<file path="config.mk">
export PLATFORM = sky130hd
export DESIGN_NAME = escalonador_datapath
export DESIGN_NICKNAME = d
export VERILOG_FILES = /design/src/rtl/escalonador_datapath.sv
export SDC_FILE = /design/constraint.sdc
export NUM_CORES = 1
export LEC_CHECK = 0
export BUFFER_PORTS_ARGS = -buffer_cell sky130_fd_sc_hd__buf_2
export CAP_MARGIN = 20
export CELL_PAD_IN_SITES_DETAIL_PLACEMENT = 0
export CELL_PAD_IN_SITES_GLOBAL_PLACEMENT = 2
export CORE_MARGIN = 2
export CORE_UTILIZATION = 28
export DETAILED_ROUTE_END_ITERATION = 6
export GPL_TIMING_DRIVEN = 0
export MAX_ROUTING_LAYER = met4
export PLACE_DENSITY_LB_ADDON = 0.1
export SETUP_SLACK_MARGIN = 0.5
export SLEW_MARGIN = 15
export SYNTH_ARGS = -nofsm -noshare
export SYNTH_HDL_FRONTEND = slang
export SYNTH_SLANG_ARGS = --single-unit
export TNS_END_PERCENT = 10
</file>
<file path="constraint.sdc">
create_clock -name clock -period 2.2 [get_ports clock]
set_clock_uncertainty 0.1 [all_clocks]
set_input_delay 0.44 -clock clock [delete_from_list [all_inputs] [get_ports clock]]
set_output_delay 0.44 -clock clock [all_outputs]
set_load 0.01 [all_outputs]
</file>
<file path="src/rtl/escalonador_datapath.sv">
// -----------------------------------------------------------------------------
// escalonador_datapath
// Round-robin scheduler that lets two requesters share one multi-cycle
// datapath controller, one operation at a time, with a watchdog on the wait.
//
// Ports
//   clock       : sole clock, rising edge
//   reset       : synchronous active-low reset
//   req0/req1   : requester wants one operation
//   x0/x1       : requester operand, valid while its req is high
//   gnt0/gnt1   : one-cycle acknowledge, operand captured into dp_x
//   done0/done1 : one-cycle pulse, result holds the owner's answer
//   result      : last captured datapath result
//   timeout_err : sticky flag, set when a wait is aborted
//   dp_start    : one-cycle start strobe to the datapath controller
//   dp_x        : operand to the datapath, stable from grant to completion
//   dp_ready    : datapath controller idle
//   dp_valid    : datapath result valid (single cycle)
//   dp_result   : datapath result bus
//
// All outputs are registered. Each strobe appears in the cycle after the
// state that produces it, so a grant-to-done span is 3 + (dp_start to
// dp_valid) cycles. timeout_err is set on the transition into ERR.
// -----------------------------------------------------------------------------
module escalonador_datapath #(
    parameter int W       = 8,
    parameter int TIMEOUT = 15
) (
    input  logic         clock,
    input  logic         reset,
    input  logic         req0,
    input  logic         req1,
    input  logic [W-1:0] x0,
    input  logic [W-1:0] x1,
    output logic         gnt0,
    output logic         gnt1,
    output logic         done0,
    output logic         done1,
    output logic [W-1:0] result,
    output logic         timeout_err,
    output logic         dp_start,
    output logic [W-1:0] dp_x,
    input  logic         dp_ready,
    input  logic         dp_valid,
    input  logic [W-1:0] dp_result
);

    // Counter just wide enough to hold TIMEOUT itself.
    localparam int            CW  = $clog2(TIMEOUT + 1);
    localparam logic [CW-1:0] TMO = CW'(TIMEOUT);

    typedef enum logic [2:0] {
        S_IDLE  = 3'd0,
        S_ISSUE = 3'd1,
        S_WAIT  = 3'd2,
        S_DONE  = 3'd3,
        S_ERR   = 3'd4
    } state_t;

    state_t        r_state, w_state_nxt;
    logic [CW-1:0] r_cnt, w_cnt_nxt, w_cnt_inc;
    logic          r_owner, w_owner_nxt;
    logic          r_last_owner, w_last_owner_nxt;
    logic [W-1:0]  r_dp_x, w_dp_x_nxt;
    logic [W-1:0]  r_result, w_result_nxt;
    logic          r_gnt0, w_gnt0_nxt;
    logic          r_gnt1, w_gnt1_nxt;
    logic          r_done0, w_done0_nxt;
    logic          r_done1, w_done1_nxt;
    logic          r_dp_start, w_dp_start_nxt;
    logic          r_timeout_err, w_timeout_err_nxt;
    logic          w_winner;

    // Round robin: a lone request wins; on a tie the one that did not go last wins.
    assign w_winner  = (req0 & req1) ? ~r_last_owner : req1;

    // Saturating increment: the counter holds at TIMEOUT rather than wrapping.
    assign w_cnt_inc = (r_cnt == TMO) ? r_cnt : (r_cnt + CW'(1));

    // Next-state and next-output decode; every target defaults to hold/idle.
    always_comb begin
        w_state_nxt       = r_state;
        w_cnt_nxt         = r_cnt;
        w_owner_nxt       = r_owner;
        w_last_owner_nxt  = r_last_owner;
        w_dp_x_nxt        = r_dp_x;
        w_result_nxt      = r_result;
        w_gnt0_nxt        = 1'b0;
        w_gnt1_nxt        = 1'b0;
        w_done0_nxt       = 1'b0;
        w_done1_nxt       = 1'b0;
        w_dp_start_nxt    = 1'b0;
        w_timeout_err_nxt = r_timeout_err;
        case (r_state)
            S_IDLE: begin
                if ((req0 | req1) && dp_ready) begin
                    w_owner_nxt = w_winner;
                    w_dp_x_nxt  = w_winner ? x1 : x0;
                    w_gnt0_nxt  = ~w_winner;
                    w_gnt1_nxt  = w_winner;
                    w_state_nxt = S_ISSUE;
                end else begin
                    w_state_nxt = S_IDLE;
                end
            end
            S_ISSUE: begin
                w_cnt_nxt      = {CW{1'b0}};
                w_dp_start_nxt = 1'b1;
                w_state_nxt    = S_WAIT;
            end
            S_WAIT: begin
                // A result arriving on the deadline cycle still wins over the abort.
                if (dp_valid) begin
                    w_result_nxt = dp_result;
                    w_state_nxt  = S_DONE;
                end else begin
                    w_cnt_nxt = w_cnt_inc;
                    if (w_cnt_inc == TMO) begin
                        w_timeout_err_nxt = 1'b1;
                        w_state_nxt       = S_ERR;
                    end else begin
                        w_state_nxt = S_WAIT;
                    end
                end
            end
            S_DONE: begin
                w_done0_nxt      = ~r_owner;
                w_done1_nxt      = r_owner;
                w_last_owner_nxt = r_owner;
                w_state_nxt      = S_IDLE;
            end
            S_ERR: begin
                // Aborted owner still counts as served for fairness.
                w_last_owner_nxt = r_owner;
                w_state_nxt      = S_IDLE;
            end
            default: begin
                w_state_nxt = S_IDLE;
            end
        endcase
    end

    // State and output registers with synchronous active-low reset.
    always_ff @(posedge clock) begin
        if (!reset) begin
            r_state       <= S_IDLE;
            r_cnt         <= {CW{1'b0}};
            r_owner       <= 1'b0;
            r_last_owner  <= 1'b1;
            r_dp_x        <= {W{1'b0}};
            r_result      <= {W{1'b0}};
            r_gnt0        <= 1'b0;
            r_gnt1        <= 1'b0;
            r_done0       <= 1'b0;
            r_done1       <= 1'b0;
            r_dp_start    <= 1'b0;
            r_timeout_err <= 1'b0;
        end else begin
            r_state       <= w_state_nxt;
            r_cnt         <= w_cnt_nxt;
            r_owner       <= w_owner_nxt;
            r_last_owner  <= w_last_owner_nxt;
            r_dp_x        <= w_dp_x_nxt;
            r_result      <= w_result_nxt;
            r_gnt0        <= w_gnt0_nxt;
            r_gnt1        <= w_gnt1_nxt;
            r_done0       <= w_done0_nxt;
            r_done1       <= w_done1_nxt;
            r_dp_start    <= w_dp_start_nxt;
            r_timeout_err <= w_timeout_err_nxt;
        end
    end

    assign gnt0        = r_gnt0;
    assign gnt1        = r_gnt1;
    assign done0       = r_done0;
    assign done1       = r_done1;
    assign result      = r_result;
    assign timeout_err = r_timeout_err;
    assign dp_start    = r_dp_start;
    assign dp_x        = r_dp_x;

endmodule
</file>
# After elaboration in Yosys (flattened, before gate mapping)
# Cells that the tools add are included.
op_classes:
  n_addsub: 1
  eq_ne: 7
  mux: 10
  n_bitwise: 6
  reduce_logical: 10
ops:
  columns: ["op", "n"]
  rows:
  - ["$pmux W3 S3", 1]
  - ["$eq A4 B4 Y1 const B", 2]
  - ["$mux W4", 2]
  - ["$mux W8", 1]
  - ["$pmux W4 S2", 1]
  - ["$reduce_and A2 Y1", 4]
  - ["$eq A3 B2 Y1 const B", 2]
  - ["$mux W3", 2]
  - ["$reduce_and A3 Y1", 2]
  - ["$add A4 B1 Y4 const B", 1]
  - ["$not A1 Y1", 4]
  - ["$eq A3 B1 Y1 const B", 1]
  - ["$eq A3 B3 Y1 const B", 1]
  - ["$logic_not A3 Y1", 1]
  - ["$mux W1", 3]
  - ["$ne A2 B2 Y1 const B", 1]
  - ["$reduce_bool A2 Y1", 1]
  - ["$reduce_or A2 Y1", 1]
  - ["$and A1 B1 Y1", 1]
  - ["$logic_and A1 B1 Y1", 1]
  - ["$or A1 B1 Y1", 1]
totals:
  reg_bits: 31
  out_inout_bits: 22
  word_cells: 46

# Logic depth before layout (Yosys ltp)
depth:
  word_depth: 6
  ltp_mapped: 6
  ltp_nobuf: 5

# Least setup slack after synthesis
# Ideal clock, no wire load.
synth_path:
  kind: "register -> register"
  from: "reg r_cnt[0]"
  to: "reg r_timeout_err, in the netlist timeout_err"
  setup_ns: 0.057
  t_arrival_ns: 1.451
  required_ns: 2.043
  slack_ns: 0.591
  stages_incl_launch_ff: 5
  cell_sequence: "dfxtp_1 -> ha_1 -> or4b_4 -> a311oi_2 -> a21o_1"
synth_via:
  elab_chain_len: 4
  word_cells_on_any_way: 5
  classes_between: "1 x add/sub; 2 x eq/ne; 1 x mux; 1 x reduce/logical"
synth_lines:
  columns: ["item", "line", "text"]
  rows:
  - ["start: declaration", "61", "logic [CW-1:0] r_cnt, w_cnt_nxt, w_cnt_inc;"]
  - ["start signal: assignment", "147", "r_cnt <= {CW{1'b0}};"]
  - ["start signal: assignment", "160", "r_cnt <= w_cnt_nxt;"]
  - ["$add A4 B1 Y4 / $eq A4 B4 Y1 (equally long branches)", "78", "assign w_cnt_inc = (r_cnt == TMO) ? r_cnt : (r_cnt + CW'(1));"]
  - ["$mux W4 *", "78", null]
  - ["$eq A4 B4 Y1 *", "118", "if (w_cnt_inc == TMO) begin"]
  - ["$reduce_and A3 Y1 (no line) *", null, null]
  - ["end signal: assignment", "170", "r_timeout_err <= w_timeout_err_nxt;"]
  - ["end: declaration", "71", "logic r_timeout_err, w_timeout_err_nxt;"]
# Mark *: on every way between the ends. The rest lies on a longest branch, timed or not.
# A chain may end at the register's enable or synchronous reset.

# Final worst setup path
# Ends and elaborated chain as after synthesis.

==> results.txt <==
* Overall via count from detail_route: about 1200
* Pin count of the biggest net entering global routing: 11
* Critical path class: reg2reg
* Inserted Clock Buffers: 5
* Number of standard cells after synthesis: ~140
- Overall routed net length: about 3100 µm
- The path class of the tightest hold or removal check is in2reg.
- Post-detailed-route wirelength per cell: ~12 µm
- CTS Root Buffer Type: sky130_fd_sc_hd__clkbuf_8
* Signal arrival time at the worst endpoint: roughly 1.8 ns
* Worst Setup SP: r_cnt[0]
- Most used standard cell by instance count after synthesis: sky130_fd_sc_hd__dfxtp_1
- Counting flops with an async set or reset pin after synthesis yields a share of 0.
* Overall die width: roughly 74 µm
- A synthesized cell averages ~10 µm².
- Of the available clock period, the critical path in the final layout requires 0.7579.
- The area growth from synthesis to layout is 35.37%.
- Setup repair after global routing could not meet its margin everywhere.
- Number of global-route vias before repair: 1093
- Global-route wire length before repair: roughly 4900 µm
- By count the netlist is led by sky130_fd_sc_hd__dfxtp_1 (31), sky130_fd_sc_hd__mux2i_1 (19), sky130_fd_sc_hd__nand2_1 (17), sky130_fd_sc_hd__nor2b_1 (11), sky130_fd_sc_hd__o211a_1 (9).
* Count of buffers added by post-CTS timing repair for setup: 0
- The detail route stage leaves a number of antenna-violating nets equal to 0.
- Slowest CP cell: sky130_fd_sc_hd__dfxtp_1
* Die Outline Area: 5464 µm²
- The later pin in the worst-skew pair is clocked with a latency of about 0.28 ns.
- The total count of hold-check failures in the final report is 0.
* Number of flops mapped to enable cells by yosys: 0
- Outcome: finished, final reports clean
- RR Startpoint: r_cnt[0]
- Count of final setup violators: 0
* Count of port buffers added during placement: 51
- Among cell families on the critical path, the largest total delay comes from compound AO/OA/AOI/OAI gates.
- Post-route DRC: 0
* Syn. warnings: 0
- In this run the tightest slew margin relative to its limit is 0.6027.
* Resized Gates After CTS: 3
* Number of nets in the final layout: between 200 and 250
- Critical path buffer and inverter count: 0
- For this run, the slowest stage of the critical path takes 0.40 ns.
- The share of the Yosys chip area taken by registers is 0.4534.
- CP Cell Sequence: ha_4 -> nor3b_1 -> mux2i_2 -> a311oi_4 -> a21o_1
* Shortest period the worst path allows: between 1.5 and 2 ns
- Data required, critical path: between 2 and 2.5 ns
- Post-CTS clock slew at the launch and capture registers of the worst setup and hold paths: roughly 0.070 ns
* Top post-synthesis cells by area: sky130_fd_sc_hd__dfxtp_1 (45%), sky130_fd_sc_hd__mux2i_1 (14%), sky130_fd_sc_hd__o211a_1 (6.6%)
- First-pass DRT Iterations: 4
* Number of unique standard cell types used by synthesis: 34
- Setup Slack @ Placement: 0.4008 ns
* CTS sink count: 31
- Placer Congestion: slightly below 0.7
- The worst hold path begins at dp_result[6].
- GRT Resource Usage Total: 0.1221
* Avg Vias per Cell: about 4.5
* Iter 0 DRT Violations: between 50 and 60
* Number of pins with negative max-slew slack in the final report: 0
- The region available for standard cell placement spans around 4700 µm².
* Proportion of netlist area held by the largest area contributor: 0.4534
* Power Dens Cells: around 730 nW/µm²
* Half-perimeter wire length after detailed placement: roughly 2400 µm
- Count of inserted antenna diode cells: 0
- H-tree Lvls: 2
* Placement row count: 25
- Primary FF master, synth: sky130_fd_sc_hd__dfxtp_1
- Counting every net in the synthesized netlist gives 167.
- Slew @ Worst Pin: slightly below 0.6 ns
- Pin placement for this block handled 52 I/O pins.
- Timing would allow up to about 600 MHz.
* Effective utilization at floorplan: 0.2898
- IR analysis of the VDD net gives a maximum drop of roughly 0.38 mV.
* Maximum buffer depth of the clock tree: 2
* Antenna violations before repair: 0
* Die boundary height: 73.92 µm
- Biggest area consumer among synthesized cells: sky130_fd_sc_hd__dfxtp_1
- Mapped Area: 1369 µm²
- Final-layout setup total negative slack: 0 ns
- In this run the static leakage power is 0.8849 nW.
- Global routing finished with a remaining overflow of 0.
- Synth Register Bits: 31
- Max-cap check violation count: 0
- After clock tree synthesis, the flow added hold-fix buffers numbering 0.
* Worst Setup Slack, final: 0.5327 ns
* Worst Setup End Kind: register
- STA classifies the critical path startpoint as a register.
- In this run the worst path has a maximum fanout of 7.
- CTS tree: done
- Of the cells placed in the final design, the portion with a size suffix greater than 1 is 0.3641.
[kinds of logic after synthesis]
family                   count (synthesis)  share of synthesized area
AND/OR/NAND/NOR                         52                     0.2230
adder cells (fa/ha/maj)                  1                   0.009139
multiplexers                            19                     0.1389
AO/OA/AOI/OAI                           24                     0.1463
buffers and inverters                    9                    0.02924
flip-flops                              31                     0.4534
[tightest hold or removal path: stages]
cell                      delay [ns]
sky130_fd_sc_hd__buf_2          0.07
sky130_fd_sc_hd__mux2i_1        0.06
sky130_fd_sc_hd__nor2b_1        0.09
[path summary, 6_finish.rpt]
kind | slack (ns) | depth (start not counted) | end
max | 0.53 | 5 | timeout_err
min | 0.32 | 3 | result[6]
max reg2reg | 0.53 | 5 | timeout_err
min reg2reg | 0.35 | 1 | timeout_err
[cell type report]
type,count,area [µm²]
clock buffer,6,82.58
tap,67,83.83
buffer,8,36.28
sequential,31,620.6
inverter,1,3.754
fill,467,2870
timing repair buffer,51,255.2
multi-input combinational,96,735.7
clock inverter,2,35.03
[where the power goes]
group	total [mW]	switching, mW	leakage, nW	internal, mW
registers	0.610	0.0192	0.252	0.590
logic	0.175	0.0876	0.571	0.0878
clock network	0.575	0.209	0.0612	0.366
total	1.36	0.316	0.885	1.04
[state kept, by name, indices dropped and copies added (netlist names)]
name          count
gnt1              1
done0             1
result            8
r_owner           1
dp_start          1
done1             1
r_last_owner      1
r_cnt             4
r_state           3
gnt0              1
timeout_err       1
dp_x              8
[layer usage]
layer / vias to the layer above / track usage / wire length [µm]
li1: 603 / - / -
met1: 535 / 0.1533 / 1439
met2: 37 / 0.1786 / 1454
met3: 6 / 0.03429 / 157
met4: 0 / 0.06061 / 44
met5: - / - / 0
[stage by stage]
step                      instance area, µm²  power [mW]  std cells    util  hold slack (ns)
after floorplan                         1369      0.7255        136       -           0.3398
after detailed placement                1708      0.7987        254  0.3616           0.3373
final                                   1853       1.360        262  0.3923           0.3207
after global placement                  1708      0.7937        254  0.3616           0.3281
after global routing                    1853       1.426        262  0.3923           0.3242
after CTS                               1849       1.385        262  0.3915           0.3136
[placed cells by master (no fill, tap or decap), types with 2 or more instances in the layout]
cell                        n
sky130_fd_sc_hd__a21oi_1    3
sky130_fd_sc_hd__nor3b_1    3
sky130_fd_sc_hd__nand3b_1   2
sky130_fd_sc_hd__nor2_1     4
sky130_fd_sc_hd__a41oi_1    2
sky130_fd_sc_hd__nand2b_1   2
sky130_fd_sc_hd__mux2i_1   18
sky130_fd_sc_hd__and3b_1    2
sky130_fd_sc_hd__dfxtp_1   31
sky130_fd_sc_hd__nand2_1   17
sky130_fd_sc_hd__o22ai_1    2
sky130_fd_sc_hd__o21bai_1   2
sky130_fd_sc_hd__buf_2     55
sky130_fd_sc_hd__nor2b_1   11
sky130_fd_sc_hd__o211a_1    9
sky130_fd_sc_hd__clkbuf_8   6
sky130_fd_sc_hd__nor3_1     2
sky130_fd_sc_hd__clkbuf_1   3
sky130_fd_sc_hd__nand3_1    2
Note: power is estimated with default switching activity, not from simulation.
